File: config.mk
export PLATFORM = sky130hd
export DESIGN_NAME = iq_averager_flat
export DESIGN_NICKNAME = d
export VERILOG_FILES = /design/src/rtl/iq_averager_if.sv /design/src/rtl/iq_averager.sv /design/src/flat_wrapper.sv
export SDC_FILE = /design/constraint.sdc
export NUM_CORES = 1
export LEC_CHECK = 0
export BUFFER_PORTS_ARGS = -buffer_cell sky130_fd_sc_hd__buf_2
export CAP_MARGIN = 10
export CORE_UTILIZATION = 55
export DETAILED_ROUTE_END_ITERATION = 8
export HOLD_SLACK_MARGIN = 0.06
export PLACE_DENSITY = 0.75
export SYNTH_ARGS = -nofsm -noshare
export SYNTH_HDL_FRONTEND = slang
export SYNTH_SLANG_ARGS = --single-unit
File: constraint.sdc
create_clock -name clk -period 14.1 [get_ports clk]
set_input_delay 1.41 -clock clk [delete_from_list [all_inputs] [get_ports clk]]
set_output_delay 1.41 -clock clk [all_outputs]
set_load 0.005 [all_outputs]
File: src/rtl/iq_averager_if.sv
// iq_averager_if: sample stream in, windowed mean and live window state out
interface iq_averager_if #(
  parameter int AMP_W = 16,
  parameter int ACC_W = 24,
  parameter int CNT_W = 13
);
  logic signed [AMP_W-1:0] amplitude;
  logic                    load_val;
  logic                    msf_carrier_pulse;
  logic                    one_sec_marker;
  logic [CNT_W-1:0]        number_msf_periods;
  logic signed [AMP_W-1:0] average;
  logic                    valid;
  logic [CNT_W-1:0]        counter;
  logic signed [ACC_W-1:0] accumulator;
  modport master (
    output amplitude, load_val, msf_carrier_pulse, one_sec_marker, number_msf_periods,
    input  average, valid, counter, accumulator
  );
  modport slave (
    input  amplitude, load_val, msf_carrier_pulse, one_sec_marker, number_msf_periods,
    output average, valid, counter, accumulator
  );
endinterface

File: src/rtl/iq_averager.sv
// iq_averager: windowed mean of a signed amplitude stream over N MSF carrier periods
module iq_averager #(
  parameter int AMP_W = 16,
  parameter int ACC_W = 24,
  parameter int CNT_W = 13,
  parameter int SMP_W = 9
) (
  input logic         clk,
  input logic         rst,
  iq_averager_if.slave bus
);
  localparam logic [SMP_W-1:0] SMP_MAX = SMP_W'(2 ** (SMP_W - 1));
  localparam logic [ACC_W-1:0] AMP_LIM = ACC_W'(2 ** (AMP_W - 1));
  typedef enum logic [1:0] {IDLE, DIV, DONE} state_t;
  state_t           state;
  logic             marker_q, mark_rise, take, close, fits, neg;
  logic [SMP_W-1:0] smp_cnt, smp_nxt, den;
  logic [SMP_W:0]   rem, rem_sh;
  logic [ACC_W:0]   sum;
  logic [ACC_W-1:0] sat_sum, acc_nxt, mag, quo;
  logic [CNT_W-1:0] n_eff;
  logic [4:0]       iter;
  logic [AMP_W-1:0] avg_nxt;
  always_comb begin
    mark_rise = bus.one_sec_marker & ~marker_q;
    take      = bus.load_val & (smp_cnt != SMP_MAX);
    sum       = {bus.accumulator[ACC_W-1], bus.accumulator}
              + {{(ACC_W + 1 - AMP_W){bus.amplitude[AMP_W-1]}}, bus.amplitude};
    sat_sum   = (sum[ACC_W] == sum[ACC_W-1]) ? sum[ACC_W-1:0] : {sum[ACC_W], {(ACC_W - 1){~sum[ACC_W]}}};
    acc_nxt   = take ? sat_sum : bus.accumulator;
    smp_nxt   = smp_cnt + SMP_W'(take);
    n_eff     = (bus.number_msf_periods == '0) ? CNT_W'(1) : bus.number_msf_periods;
    close     = bus.msf_carrier_pulse & (({1'b0, bus.counter} + (CNT_W + 1)'(1)) >= {1'b0, n_eff});
    mag       = acc_nxt[ACC_W-1] ? -acc_nxt : acc_nxt;
    rem_sh    = {rem[SMP_W-1:0], quo[ACC_W-1]};
    fits      = rem_sh >= {1'b0, den};
    avg_nxt   = neg ? ((quo > AMP_LIM) ? {1'b1, {(AMP_W - 1){1'b0}}} : -quo[AMP_W-1:0])
                    : ((quo >= AMP_LIM) ? {1'b0, {(AMP_W - 1){1'b1}}} : quo[AMP_W-1:0]);
  end
  always_ff @(posedge clk or negedge rst) begin
    if (!rst) begin
      marker_q        <= 1'b0;
      smp_cnt         <= '0;
      bus.accumulator <= '0;
      bus.counter     <= '0;
      bus.average     <= '0;
      bus.valid       <= 1'b0;
      state           <= IDLE;
      quo             <= '0;
      rem             <= '0;
      den             <= '0;
      neg             <= 1'b0;
      iter            <= '0;
    end else begin
      marker_q  <= bus.one_sec_marker;
      bus.valid <= 1'b0;
      if (mark_rise || close) begin
        bus.accumulator <= '0;
        bus.counter     <= '0;
        smp_cnt         <= '0;
      end else begin
        bus.accumulator <= acc_nxt;
        smp_cnt         <= smp_nxt;
        if (bus.msf_carrier_pulse) bus.counter <= bus.counter + CNT_W'(1);
      end
      // a fresh close always wins over an in-flight or finishing divide
      if (!mark_rise && close) begin
        quo   <= mag;
        den   <= smp_nxt;
        rem   <= '0;
        neg   <= acc_nxt[ACC_W-1];
        iter  <= '0;
        state <= (smp_nxt == '0) ? DONE : DIV;
      end else if (state == DIV) begin
        quo   <= {quo[ACC_W-2:0], fits};
        rem   <= fits ? rem_sh - {1'b0, den} : rem_sh;
        iter  <= iter + 5'd1;
        state <= (iter == 5'(ACC_W - 1)) ? DONE : DIV;
      end else if (state == DONE) begin
        bus.average <= avg_nxt;
        bus.valid   <= 1'b1;
        state       <= IDLE;
      end
    end
  end
endmodule

File: src/flat_wrapper.sv
// flat-port wrapper written by rule: the top's interface ports become plain ports
module iq_averager_flat 
#(
  parameter int AMP_W = 16,
  parameter int ACC_W = 24,
  parameter int CNT_W = 13,
  parameter int SMP_W = 9
)
  (clk, rst, bus_amplitude, bus_load_val, bus_msf_carrier_pulse, bus_one_sec_marker, bus_number_msf_periods, bus_average, bus_valid, bus_counter, bus_accumulator);
  iq_averager_if #(.AMP_W(AMP_W), .ACC_W(ACC_W), .CNT_W(CNT_W)) bus_i ();
  input logic clk;
  input logic rst;
  input wire logic [$bits(bus_i.amplitude)-1:0] bus_amplitude;
  input wire logic [$bits(bus_i.load_val)-1:0] bus_load_val;
  input wire logic [$bits(bus_i.msf_carrier_pulse)-1:0] bus_msf_carrier_pulse;
  input wire logic [$bits(bus_i.one_sec_marker)-1:0] bus_one_sec_marker;
  input wire logic [$bits(bus_i.number_msf_periods)-1:0] bus_number_msf_periods;
  output wire logic [$bits(bus_i.average)-1:0] bus_average;
  output wire logic [$bits(bus_i.valid)-1:0] bus_valid;
  output wire logic [$bits(bus_i.counter)-1:0] bus_counter;
  output wire logic [$bits(bus_i.accumulator)-1:0] bus_accumulator;
  assign bus_i.amplitude = bus_amplitude;
  assign bus_i.load_val = bus_load_val;
  assign bus_i.msf_carrier_pulse = bus_msf_carrier_pulse;
  assign bus_i.one_sec_marker = bus_one_sec_marker;
  assign bus_i.number_msf_periods = bus_number_msf_periods;
  assign bus_average = bus_i.average;
  assign bus_valid = bus_i.valid;
  assign bus_counter = bus_i.counter;
  assign bus_accumulator = bus_i.accumulator;
  iq_averager #(.AMP_W(AMP_W), .ACC_W(ACC_W), .CNT_W(CNT_W), .SMP_W(SMP_W)) u_core (.clk(clk), .rst(rst), .bus(bus_i));
endmodule
After elaboration in Yosys (flattened, before gate mapping)
Cells that the tools add are included.
Widths: inputs -> output; s select.
{ "classes": {"addsub": 8, "muxes": 26, "n_lt_le_gt_ge": 4, "eq_ne": 5, "n_reduce_logical": 9, "bitwise_logic": 7} }
{ "op_table": {"columns": ["cell", "count"], "rows": [
  ["$mux 24", 6],
  ["$mux 16", 3],
  ["$mux 13", 3],
  ["$mux 9", 4],
  ["$add 24x16->25", 1],
  ["$ge 24x16->1 const B", 1],
  ["$gt 24x16->1 const B", 1],
  ["$neg 24->24", 1],
  ["$neg 16->16", 1],
  ["$add 13x1->14 const B", 1],
  ["$ge 14x13->1", 1],
  ["$add 13x1->13 const B", 1],
  ["$logic_not 13->1", 1],
  ["$ge 10x9->1", 1],
  ["$mux 2", 5],
  ["$mux 5", 2],
  ["$add 9x1->9", 1],
  ["$logic_not 9->1", 1],
  ["$ne 9x9->1 const B", 1],
  ["$sub 9x9->9", 1],
  ["$add 5x1->5 const B", 1],
  ["$eq 5x5->1 const B", 1],
  ["$not 1->1", 4],
  ["$reduce_bool 2->1", 2],
  ["other kinds (10)", 14]
]} }
{ "totals": {"input_bits": 34, "word_cells": 71, "reg_bits": 114} }

Logic depth before layout (Yosys ltp)
Gate-level depths: netlist of the first run.
{ "logic_depth": {"depth_word": 7, "mapped_depth": 21} }

Worst setup path after synthesis of the first run
No wires, ideal clock.
{ "synth_path": {"kind": "input to register", "from": "input port bus_amplitude[0]", "to": "register u_core.quo[21]", "required_time_ps": 13980, "stages": 19, "slack_ps": 8313, "setup_time_ps": 120, "arrival_time_ps": 5667, "path_cell_list": "ha_1 > inv_1 > fa_1 > nand2b_1 > a211oi_1 > o21ai_1 > a211oi_2 > nor2_1 > ha_1 > clkbuf_1 > clkinv_1 > nor2_1 > o211a_1 > o211ai_1 > o311ai_1 > nor4b_1 > and4_1 > or3_1 > a31o_1"} }
{ "synth_via": {"elab_chain_cells": 7, "word_cells_on_any_way": 8, "classes_between": "add/sub (2); eq/ne (1); mux (4); bitwise (1)"} }
{ "synth_lines": {"columns": ["element", "line_no", "text"], "rows": [
  ["from (decl)", "flat_wrapper.sv:13", "input wire logic [$bits(bus_i.amplitude)-1:0] bus_amplitude;"],
  ["$add 24x16->25 (*)", "iq_averager.sv:28", "+ {{(ACC_W + 1 - AMP_W){bus.amplitude[AMP_W-1]}}, bus.amplitude};"],
  ["$eq 1x1->1 or $not 1->1 (tied branches)", "iq_averager.sv:29", "sat_sum = (sum[ACC_W] == sum[ACC_W-1]) ? sum[ACC_W-1:0] : {sum[ACC_W], {(ACC_W - 1){~sum[ACC_W]}}};"],
  ["$mux 24 (*)", "iq_averager.sv:29", null],
  ["$mux 24 (*)", "iq_averager.sv:30", "acc_nxt = take ? sat_sum : bus.accumulator;"],
  ["$neg 24->24", "iq_averager.sv:34", "mag = acc_nxt[ACC_W-1] ? -acc_nxt : acc_nxt;"],
  ["$mux 24 (*)", "iq_averager.sv:34", null],
  ["$mux 24 (*)", "iq_averager.sv:67", "if (!mark_rise && close) begin"],
  ["to (signal assigned)", "iq_averager.sv:68", "quo <= mag;"],
  ["to (signal assigned)", "iq_averager.sv:75", "quo <= {quo[ACC_W-2:0], fits};"],
  ["to (decl)", "iq_averager.sv:20", "logic [ACC_W-1:0] sat_sum, acc_nxt, mag, quo;"]
]} }
Mark *: on every way between the ends. The rest lies on a longest branch, timed or not.
A chain may end at the register's enable or synchronous reset.

Worst setup path in the final report of the first run
Ends and elaborated chain as after synthesis.

==> metrics.txt, run 1 <==
# TYPE chip_impl_metric gauge
chip_impl_metric{name="sum_of_routed_wire_segments_on_met1",unit="mm"} 10.0
chip_impl_metric{name="largest_net_degree_at_the_start_of_global_routing",unit=""} 84
chip_impl_info{name="synth_top_cells_by_count",value="114 x sky130_fd_sc_hd__dfrtp_1, 97 x sky130_fd_sc_hd__nor2_1, 95 x sky130_fd_sc_hd__a21oi_1"} 1
chip_impl_info{name="startpoint_type",value="input port"} 1
chip_impl_metric{name="met2_length",unit="mm"} 9.81
chip_impl_metric{name="finalHoldViolCount",unit=""} 0
chip_impl_metric{name="wl_met3",unit="mm"} 1.41
chip_impl_metric{name="row_count",unit=""} 45
chip_impl_info{name="worst_hold_path_type",value="reg -> reg"} 1
chip_impl_info{name="status",value="finished, final reports clean"} 1
chip_impl_metric{name="initial_core_util",unit="%"} 56.2
chip_impl_metric{name="ios",unit=""} 88
chip_impl_info{name="synthMostInstantiatedCell",value="sky130_fd_sc_hd__dfrtp_1"} 1
chip_impl_metric{name="antenna-diode-count",unit=""} 0
chip_impl_metric{name="postRouteAntennaNets",unit=""} 0
chip_impl_metric{name="timing.final.crit_period",unit="ns"} 6.57
chip_impl_metric{name="nFillCells",unit=""} 1336
chip_impl_metric{name="cts_setup_buffers",unit=""} 0
chip_impl_info{name="setup.worst_path.class",value="in -> reg"} 1
chip_impl_metric{name="drv_cap",unit=""} 0
chip_impl_metric{name="via_count",unit=""} 7833
chip_impl_info{name="cts_tree",value="done"} 1
chip_impl_metric{name="finalWeightedCongestion",unit=""} 0.978
chip_impl_metric{name="floorplan.die.height",unit="um"} 126
chip_impl_metric{name="total_leakage_power",unit="nW"} 4.44
chip_impl_metric{name="placement.cell_area",unit="sq um"} 9050
chip_impl_metric{name="grt_pass1_vias",unit=""} 7229
chip_impl_metric{name="max_slew.worst_pin.slew",unit="ns"} 1.16
chip_impl_metric{name="finalMaxSlewViolations",unit=""} 0
chip_impl_metric{name="timing.clock.skew",unit="ns"} 0.00845
chip_impl_metric{name="synth_area",unit="sq um"} 8510
chip_impl_metric{name="worst_slew_margin_rel",unit="%"} 22.8
chip_impl_info{name="synthTopCellsByArea",value="sky130_fd_sc_hd__dfrtp_1 34%, sky130_fd_sc_hd__ha_1 8.1%, sky130_fd_sc_hd__a21oi_1 5.6%"} 1
chip_impl_metric{name="synthesis.area_per_instance",unit="sq um"} 8.26
chip_impl_metric{name="totalWireLength",unit="mm"} 21.6
chip_impl_metric{name="grt_antenna_before_repair",unit=""} 0
chip_impl_metric{name="global_route.usage.total",unit="%"} 28.2
chip_impl_metric{name="arr_time_crit_path",unit="ns"} 6.88
chip_impl_metric{name="preCtsSetupSlack",unit="ns"} 7.22
chip_impl_metric{name="cts.sink_count",unit=""} 114
chip_impl_metric{name="design.final.nets",unit=""} 1185
chip_impl_metric{name="cts-hold-fix-buffers",unit=""} 0
chip_impl_metric{name="final_setup_violation_count",unit=""} 0
chip_impl_metric{name="dieWidth",unit="um"} 126
chip_impl_metric{name="final_critical_path_setup_slack",unit="ns"} 7.53
chip_impl_info{name="top_layer_used",value="met4"} 1
chip_impl_metric{name="setup_tns",unit="ns"} 0
chip_impl_metric{name="floorplan.die_area",unit="sq um"} 16000
chip_impl_metric{name="avgViaCountPerCell",unit=""} 6.05
chip_impl_metric{name="postSynth.asyncResetShare",unit="%"} 100
chip_impl_metric{name="io_buffer_count",unit=""} 87
chip_impl_metric{name="initial_detailed_routing_violation_count",unit=""} 625
chip_impl_metric{name="min_period_over_period",unit="%"} 46.6
chip_impl_info{name="ctsRootBufferMaster",value="sky130_fd_sc_hd__clkbuf_16"} 1
chip_impl_metric{name="layout-area-overhead-vs-synth",unit="%"} 13.6
chip_impl_metric{name="synth-edff-count",unit=""} 0
chip_impl_info{name="grt_setup_unrepaired",value="no"} 1
chip_impl_metric{name="multi_input_comb_area",unit="sq um"} 5310
chip_impl_metric{name="synth-seq-cells",unit=""} 114
chip_impl_metric{name="detailed_place_hpwl",unit="mm"} 15.9
chip_impl_info{name="cp-end-kind",value="register"} 1
chip_impl_metric{name="route.detailed.drc",unit=""} 0
chip_impl_metric{name="irDropWorstVdd",unit="mV"} 0.143
chip_impl_metric{name="gate_count_of_the_mapped_netlist",unit=""} 1030
chip_impl_metric{name="mappedNetlistNets",unit=""} 1121
chip_impl_metric{name="final_design_area_no_fill",unit="sq um"} 9670
chip_impl_metric{name="synthDominantCellAreaShare",unit="%"} 33.5
chip_impl_metric{name="yosysSeqAreaShare",unit="%"} 33.5
chip_impl_info{name="cell_taking_the_most_area_after_synthesis",value="sky130_fd_sc_hd__dfrtp_1"} 1
chip_impl_metric{name="design.core.area",unit="sq um"} 15100
chip_impl_metric{name="final_layout_size_suffix_gt1_share",unit="%"} 13.4
chip_impl_metric{name="clk_latency",unit="ns"} 0.42
chip_impl_metric{name="cts_repair_resize_count",unit=""} 0
chip_impl_metric{name="grt_first_pass_wirelength",unit="mm"} 36.0
chip_impl_metric{name="globalRoute.totalOverflow",unit=""} 0
chip_impl_metric{name="area.sequential",unit="sq um"} 2850
chip_impl_metric{name="worst-endpoint-required",unit="ns"} 14.41
chip_impl_metric{name="cts_max_level",unit=""} 4
chip_impl_metric{name="yosysUniqueCellTypes",unit=""} 75
chip_impl_metric{name="critical_path.max_fanout",unit=""} 20
chip_impl_metric{name="yosys_warnings",unit=""} 0
chip_impl_metric{name="first_pass_iters",unit=""} 6
chip_impl_metric{name="fmaxAchievable",unit="GHz"} 0.152
chip_impl_metric{name="clk_transition_reported_paths",unit="ns"} 0.06
chip_impl_metric{name="pwr_cell_area",unit="nW/um^2"} 240
chip_impl_info{name="postSynth.topFlopCell",value="sky130_fd_sc_hd__dfrtp_1"} 1
chip_impl_metric{name="clock_path_buffers",unit=""} 2
chip_impl_metric{name="routed_wire_length_per_instance",unit="um"} 16.7
chip_impl_metric{name="cts-buffers-inserted",unit=""} 17
==> report_power, final <==
group / internal [mW] / switching, mW / leakage [nW]
registers: 0.440 / 0.125 / 1.45
logic: 0.521 / 0.784 / 2.70
clock network: 0.284 / 0.164 / 0.282
==> logic make-up after synthesis <==
family | count (synthesis) | share of synthesized area [%]
and+or+nand+nor | 370 | 21.7
AOI/OAI and AO/OA | 315 | 23.3
DFF | 114 | 33.5
buffers and inverters | 92 | 4.07
xor gates and xnor gates | 59 | 6.07
adders and majority gates | 57 | 8.56
muxes | 23 | 2.79
==> routing by layer <==
layer | vias up | GRT usage, %
met4 | 0 | 9.21
met1 | 3671 | 39.3
met3 | 35 | 5.57
li1 | 3863 | -
met2 | 264 | 43.9
met5 | - | 0
==> final cells by class <==
type                    instances  area share, %
multi-input cells             824           55.0
flip-flops and latches        114           29.5
repair buffers                 93           5.00
clock buffers                  18           4.54
well taps                     188           2.43
clock inverters                14           1.85
inverters                      44           1.71
==> critical path, stage by stage <==
cell and delay [ns]:
sky130_fd_sc_hd__buf_2 0.08, sky130_fd_sc_hd__ha_1 0.17, sky130_fd_sc_hd__inv_1 0.06, sky130_fd_sc_hd__fa_1 0.38, sky130_fd_sc_hd__nand2b_1 0.19, sky130_fd_sc_hd__a211oi_1 0.48
sky130_fd_sc_hd__o21ai_1 0.24, sky130_fd_sc_hd__a211oi_2 0.46, sky130_fd_sc_hd__nor2_1 0.17, sky130_fd_sc_hd__ha_1 0.55, sky130_fd_sc_hd__nor4_1 0.45, sky130_fd_sc_hd__a21boi_0 0.53
sky130_fd_sc_hd__nor2_1 0.30, sky130_fd_sc_hd__a21oi_1 0.40, sky130_fd_sc_hd__nor4bb_1 0.11, sky130_fd_sc_hd__buf_4 0.19, sky130_fd_sc_hd__and4_1 0.18, sky130_fd_sc_hd__or3_1 0.31
sky130_fd_sc_hd__a31o_1 0.22
==> registers in the layout, summed over array words and instances, names as in the netlist <==
| register | count |
|---|---|
| u_core.bus.valid | 1 |
| u_core.bus.average | 16 |
| u_core.smp_cnt | 9 |
| u_core.marker_q | 1 |
| u_core.bus.accumulator | 24 |
| u_core.state | 2 |
| u_core.neg | 1 |
| u_core.rem | 9 |
| u_core.bus.counter | 13 |
| u_core.den | 9 |
| u_core.quo | 24 |
| u_core.iter | 5 |
==> cells in the final DEF (no fill, tap or decap), types with 4 or more instances in the layout <==
cell type / count
sky130_fd_sc_hd__a211o_1: 4
sky130_fd_sc_hd__a211oi_1: 28
sky130_fd_sc_hd__a21boi_0: 4
sky130_fd_sc_hd__a21o_1: 11
sky130_fd_sc_hd__a21oi_1: 95
sky130_fd_sc_hd__a22o_1: 6
sky130_fd_sc_hd__a31oi_1: 9
sky130_fd_sc_hd__and2_1: 6
sky130_fd_sc_hd__and3_1: 19
sky130_fd_sc_hd__buf_2: 86
sky130_fd_sc_hd__buf_4: 7
sky130_fd_sc_hd__clkbuf_16: 17
sky130_fd_sc_hd__clkinvlp_4: 6
sky130_fd_sc_hd__dfrtp_1: 114
sky130_fd_sc_hd__ha_1: 54
sky130_fd_sc_hd__inv_1: 42
sky130_fd_sc_hd__mux2_2: 6
sky130_fd_sc_hd__mux2i_1: 17
sky130_fd_sc_hd__nand2_1: 90
sky130_fd_sc_hd__nand2b_1: 22
sky130_fd_sc_hd__nand3_1: 21
sky130_fd_sc_hd__nand4_1: 17
sky130_fd_sc_hd__nor2_1: 97
sky130_fd_sc_hd__nor2b_1: 31
sky130_fd_sc_hd__nor3_1: 24
sky130_fd_sc_hd__nor4_1: 7
sky130_fd_sc_hd__o211ai_1: 7
sky130_fd_sc_hd__o21a_1: 5
sky130_fd_sc_hd__o21ai_0: 93
sky130_fd_sc_hd__o31ai_1: 11
sky130_fd_sc_hd__or2_2: 4
sky130_fd_sc_hd__or3_1: 12
sky130_fd_sc_hd__xnor2_1: 32
sky130_fd_sc_hd__xor2_1: 27
==> metrics by stage <==
step | power (mW) | utilization, % | hold WS [ns] | cells
2_1_floorplan | 1.49 | - | 0.473 | 1030
3_3_place_gp | 1.82 | 59.8 | 0.457 | 1263
3_5_place_dp | 1.84 | 59.8 | 0.466 | 1263
4_1_cts | 2.30 | 63.8 | 0.478 | 1295
5_1_grt | 2.49 | 63.8 | 0.504 | 1295
6_report | 2.32 | 63.8 | 0.470 | 1295
==> path summary, 6_finish.rpt <==
path                                            from  slack (ns)  cells after the start               endpoint
max                                 bus_amplitude[0]        7.53                     19         u_core.quo[21]
min                            u_core.bus.average[9]        0.47                      2  u_core.bus.average[9]
max reg2reg                u_core.bus.accumulator[0]        8.10                     18         u_core.quo[21]
min reg2reg                    u_core.bus.average[9]        0.47                      2  u_core.bus.average[9]
max in group asynchronous                        rst       11.82                      2      u_core.smp_cnt[2]
min in group asynchronous                        rst        0.91                      1          u_core.rem[4]
Power figures use the tool's default switching activity.
==> run 2: changes to the inputs <==
==> constraint.sdc (replaced) <==
create_clock -name clk -period 6.7 [get_ports clk]
set_input_delay 0.67 -clock clk [delete_from_list [all_inputs] [get_ports clk]]
set_output_delay 0.67 -clock clk [all_outputs]
set_load 0.005 [all_outputs]
==> metrics.txt, run 2 (synthesis results as in run 1) <==
# TYPE chip_impl_metric gauge
chip_impl_metric{name="placement.cell_area",unit="sq um"} 9050
chip_impl_metric{name="design.core.area",unit="sq um"} 15100
chip_impl_metric{name="final_setup_violation_count",unit=""} 0
chip_impl_metric{name="final_design_area_no_fill",unit="sq um"} 9650
chip_impl_metric{name="first_pass_iters",unit=""} 6
chip_impl_metric{name="path_buf_inv",unit=""} 2
chip_impl_metric{name="worst_slew_margin_rel",unit="%"} 24.4
chip_impl_metric{name="min_period_over_period",unit="%"} 88.6
chip_impl_metric{name="avgViaCountPerCell",unit=""} 6.06
chip_impl_metric{name="critical_path.max_fanout",unit=""} 20
chip_impl_info{name="ctsRootBufferMaster",value="sky130_fd_sc_hd__clkbuf_16"} 1
chip_impl_metric{name="power.switching_fraction",unit="%"} 46.4
chip_impl_info{name="setup.worst_path.class",value="reg -> reg"} 1
chip_impl_metric{name="row_count",unit=""} 45
chip_impl_metric{name="fmaxAchievable",unit="GHz"} 0.169
chip_impl_metric{name="p_int",unit="mW"} 2.58
chip_impl_metric{name="grt_antenna_before_repair",unit=""} 0
chip_impl_info{name="worst_hold_path_type",value="in -> async"} 1
chip_impl_metric{name="largest_net_degree_at_the_start_of_global_routing",unit=""} 83
chip_impl_metric{name="dieWidth",unit="um"} 126
chip_impl_metric{name="clkPwrFrac",unit="%"} 18.6
chip_impl_metric{name="clock_path_buffers",unit=""} 2
chip_impl_info{name="most_common_cell_after_layout_fill_and_taps_aside",value="sky130_fd_sc_hd__dfrtp_1"} 1
chip_impl_metric{name="seqPwrFrac",unit="%"} 24.7
chip_impl_metric{name="floorplan.die.height",unit="um"} 126
chip_impl_metric{name="grt_pass1_vias",unit=""} 7197
chip_impl_metric{name="cts.sink_count",unit=""} 114
chip_impl_metric{name="clk_transition_reported_paths",unit="ns"} 0.06
chip_impl_metric{name="layout-area-overhead-vs-synth",unit="%"} 13.3
chip_impl_metric{name="antenna-diode-count",unit=""} 0
chip_impl_metric{name="timing.final.crit_period",unit="ns"} 5.93
chip_impl_info{name="critPathSlowestCell",value="sky130_fd_sc_hd__ha_1"} 1
chip_impl_metric{name="totalWireLength",unit="mm"} 21.6
chip_impl_metric{name="critical-path-max-stage-delay",unit="ns"} 0.55
chip_impl_metric{name="initial_core_util",unit="%"} 56.2
chip_impl_metric{name="max_slew.worst_pin.slew",unit="ns"} 1.13
chip_impl_info{name="status",value="finished, final reports clean"} 1
chip_impl_metric{name="finalHoldViolCount",unit=""} 0
chip_impl_metric{name="design.final.nets",unit=""} 1185
chip_impl_metric{name="globalRoute.totalOverflow",unit=""} 0
chip_impl_metric{name="postRouteAntennaNets",unit=""} 0
chip_impl_info{name="critPathTopFamily",value="compound AO/OA/AOI/OAI gates"} 1
chip_impl_metric{name="global_route.usage.total",unit="%"} 27.8
chip_impl_metric{name="setup_tns",unit="ns"} 0
chip_impl_metric{name="detailed_place_hpwl",unit="mm"} 15.8
chip_impl_metric{name="total_leakage_power",unit="nW"} 4.44
chip_impl_metric{name="finalMaxSlewViolations",unit=""} 0
chip_impl_metric{name="cts_max_level",unit=""} 4
chip_impl_metric{name="p_sw",unit="mW"} 2.24
chip_impl_metric{name="floorplan.die_area",unit="sq um"} 16000
chip_impl_metric{name="arr_time_crit_path",unit="ns"} 6.24
chip_impl_metric{name="cts-hold-fix-buffers",unit=""} 0
chip_impl_metric{name="worst-endpoint-required",unit="ns"} 7.01
chip_impl_metric{name="ios",unit=""} 88
chip_impl_metric{name="routed_wire_length_per_instance",unit="um"} 16.7
chip_impl_metric{name="io_buffer_count",unit=""} 87
chip_impl_metric{name="cts-buffers-inserted",unit=""} 17
chip_impl_metric{name="pwr_cell_area",unit="nW/um^2"} 500
chip_impl_metric{name="nFillCells",unit=""} 1312
chip_impl_metric{name="final_util",unit="%"} 63.7
chip_impl_metric{name="timing.clock.skew",unit="ns"} 0.00595
chip_impl_info{name="cts_tree",value="done"} 1
chip_impl_info{name="layout_top_registers",value="u_core.bus.accumulator x24, u_core.quo x24, u_core.bus.average x16"} 1
chip_impl_metric{name="cts_repair_resize_count",unit=""} 0
chip_impl_info{name="final_cell_mix",value="114 x sky130_fd_sc_hd__dfrtp_1, 97 x sky130_fd_sc_hd__nor2_1, 95 x sky130_fd_sc_hd__a21oi_1, 93 x sky130_fd_sc_hd__o21ai_0, 90 x sky130_fd_sc_hd__nand2_1"} 1
chip_impl_info{name="grt_setup_unrepaired",value="no"} 1
chip_impl_info{name="critical_path.cell_chain",value="ha_1, inv_1, fa_1, nand2b_1, a211oi_1, o21ai_1, a211oi_2, nor2_1, ha_1, nor4_1, a21boi_0, nor2_1, o2bb2ai_1, nor4bb_1, buf_4, and4_1, or3_1, a31o_1"} 1
chip_impl_metric{name="cts_setup_buffers",unit=""} 0
chip_impl_metric{name="drv_cap",unit=""} 0
chip_impl_metric{name="grt_first_pass_wirelength",unit="mm"} 35.6
chip_impl_metric{name="comb_power_share",unit="%"} 56.7
chip_impl_metric{name="initial_detailed_routing_violation_count",unit=""} 606
chip_impl_metric{name="final_layout_size_suffix_gt1_share",unit="%"} 13.4
chip_impl_metric{name="finalWeightedCongestion",unit=""} 0.958
chip_impl_metric{name="irDropWorstVdd",unit="mV"} 0.256
chip_impl_info{name="cp-end-kind",value="register"} 1
chip_impl_metric{name="via_count",unit=""} 7853
chip_impl_metric{name="route.detailed.drc",unit=""} 0
chip_impl_info{name="startpoint_type",value="register"} 1
chip_impl_metric{name="clk_latency",unit="ns"} 0.42
## run 2: worst register-to-register path: cells and delay by family, from the launching register on
| family | cells | cell delay (ns) |
|---|---|---|
| buffers and inverters | 2 | 0.25 |
| adders and majority gates | 3 | 1.15 |
| and+or+nand+nor | 7 | 1.79 |
| AOI/OAI and AO/OA | 6 | 2.19 |
| DFF | 1 | 0.43 |
## run 2: worst paths after layout
path                                      startpoint                   endpoint  slack, ns  cells after the start
setup / recovery           u_core.bus.accumulator[0]             u_core.quo[21]       0.77                     18
hold / removal                                   rst              u_core.rem[8]       0.19                      1
setup reg to reg           u_core.bus.accumulator[0]             u_core.quo[21]       0.77                     18
hold reg to reg               u_core.bus.average[12]     u_core.bus.average[12]       0.47                      2
max in group asynchronous                        rst  u_core.bus.accumulator[0]       5.14                      2
min in group clk                  bus_one_sec_marker            u_core.marker_q       0.40                      1
## run 2: metrics by stage
| step | hold slack, ns | std cells | worst slack [ns] | power [mW] |
|---|---|---|---|---|
| after floorplan | 0.374 | 1030 | 1.65 | 3.14 |
| after global routing | 0.216 | 1295 | 0.309 | 5.20 |
| after global placement | 0.456 | 1263 | 0.813 | 3.83 |
| final | 0.192 | 1295 | 0.766 | 4.82 |
| after CTS | 0.201 | 1295 | 0.831 | 4.79 |
| after detailed placement | 0.465 | 1263 | 0.575 | 3.87 |
## run 2: area by class of cell
class / instances / area, sq um / area share, %
multi-input combinational: 824 / 5310 / 55.1
timing repair buffer: 93 / 483 / 5.01
clock inverter: 14 / 158 / 1.63
clock buffer: 18 / 439 / 4.55
tap: 188 / 235 / 2.44
sequential: 114 / 2850 / 29.6
inverter: 44 / 165 / 1.71
## run 2: routing by layer
layer	global-route usage [%]	part of all wire (%)	vias up
li1	-	-	3862
met1	39.2	47	3715
met2	43.7	45	236
met3	5.10	5.7	40
met4	8.22	1.7	0
met5	0	0	-
## run 2: power by group through the flow
| stage | sequential, mW | combinational, mW | clock [mW] |
|---|---|---|---|
| global route | 1.22 | 3.04 | 0.945 |
| detailed placement | 1.19 | 2.68 | 0 |
| finish | 1.19 | 2.73 | 0.897 |
| floorplan | 1.12 | 2.02 | 0 |
| global placement | 1.18 | 2.65 | 0 |
| CTS | 1.18 | 2.70 | 0.906 |
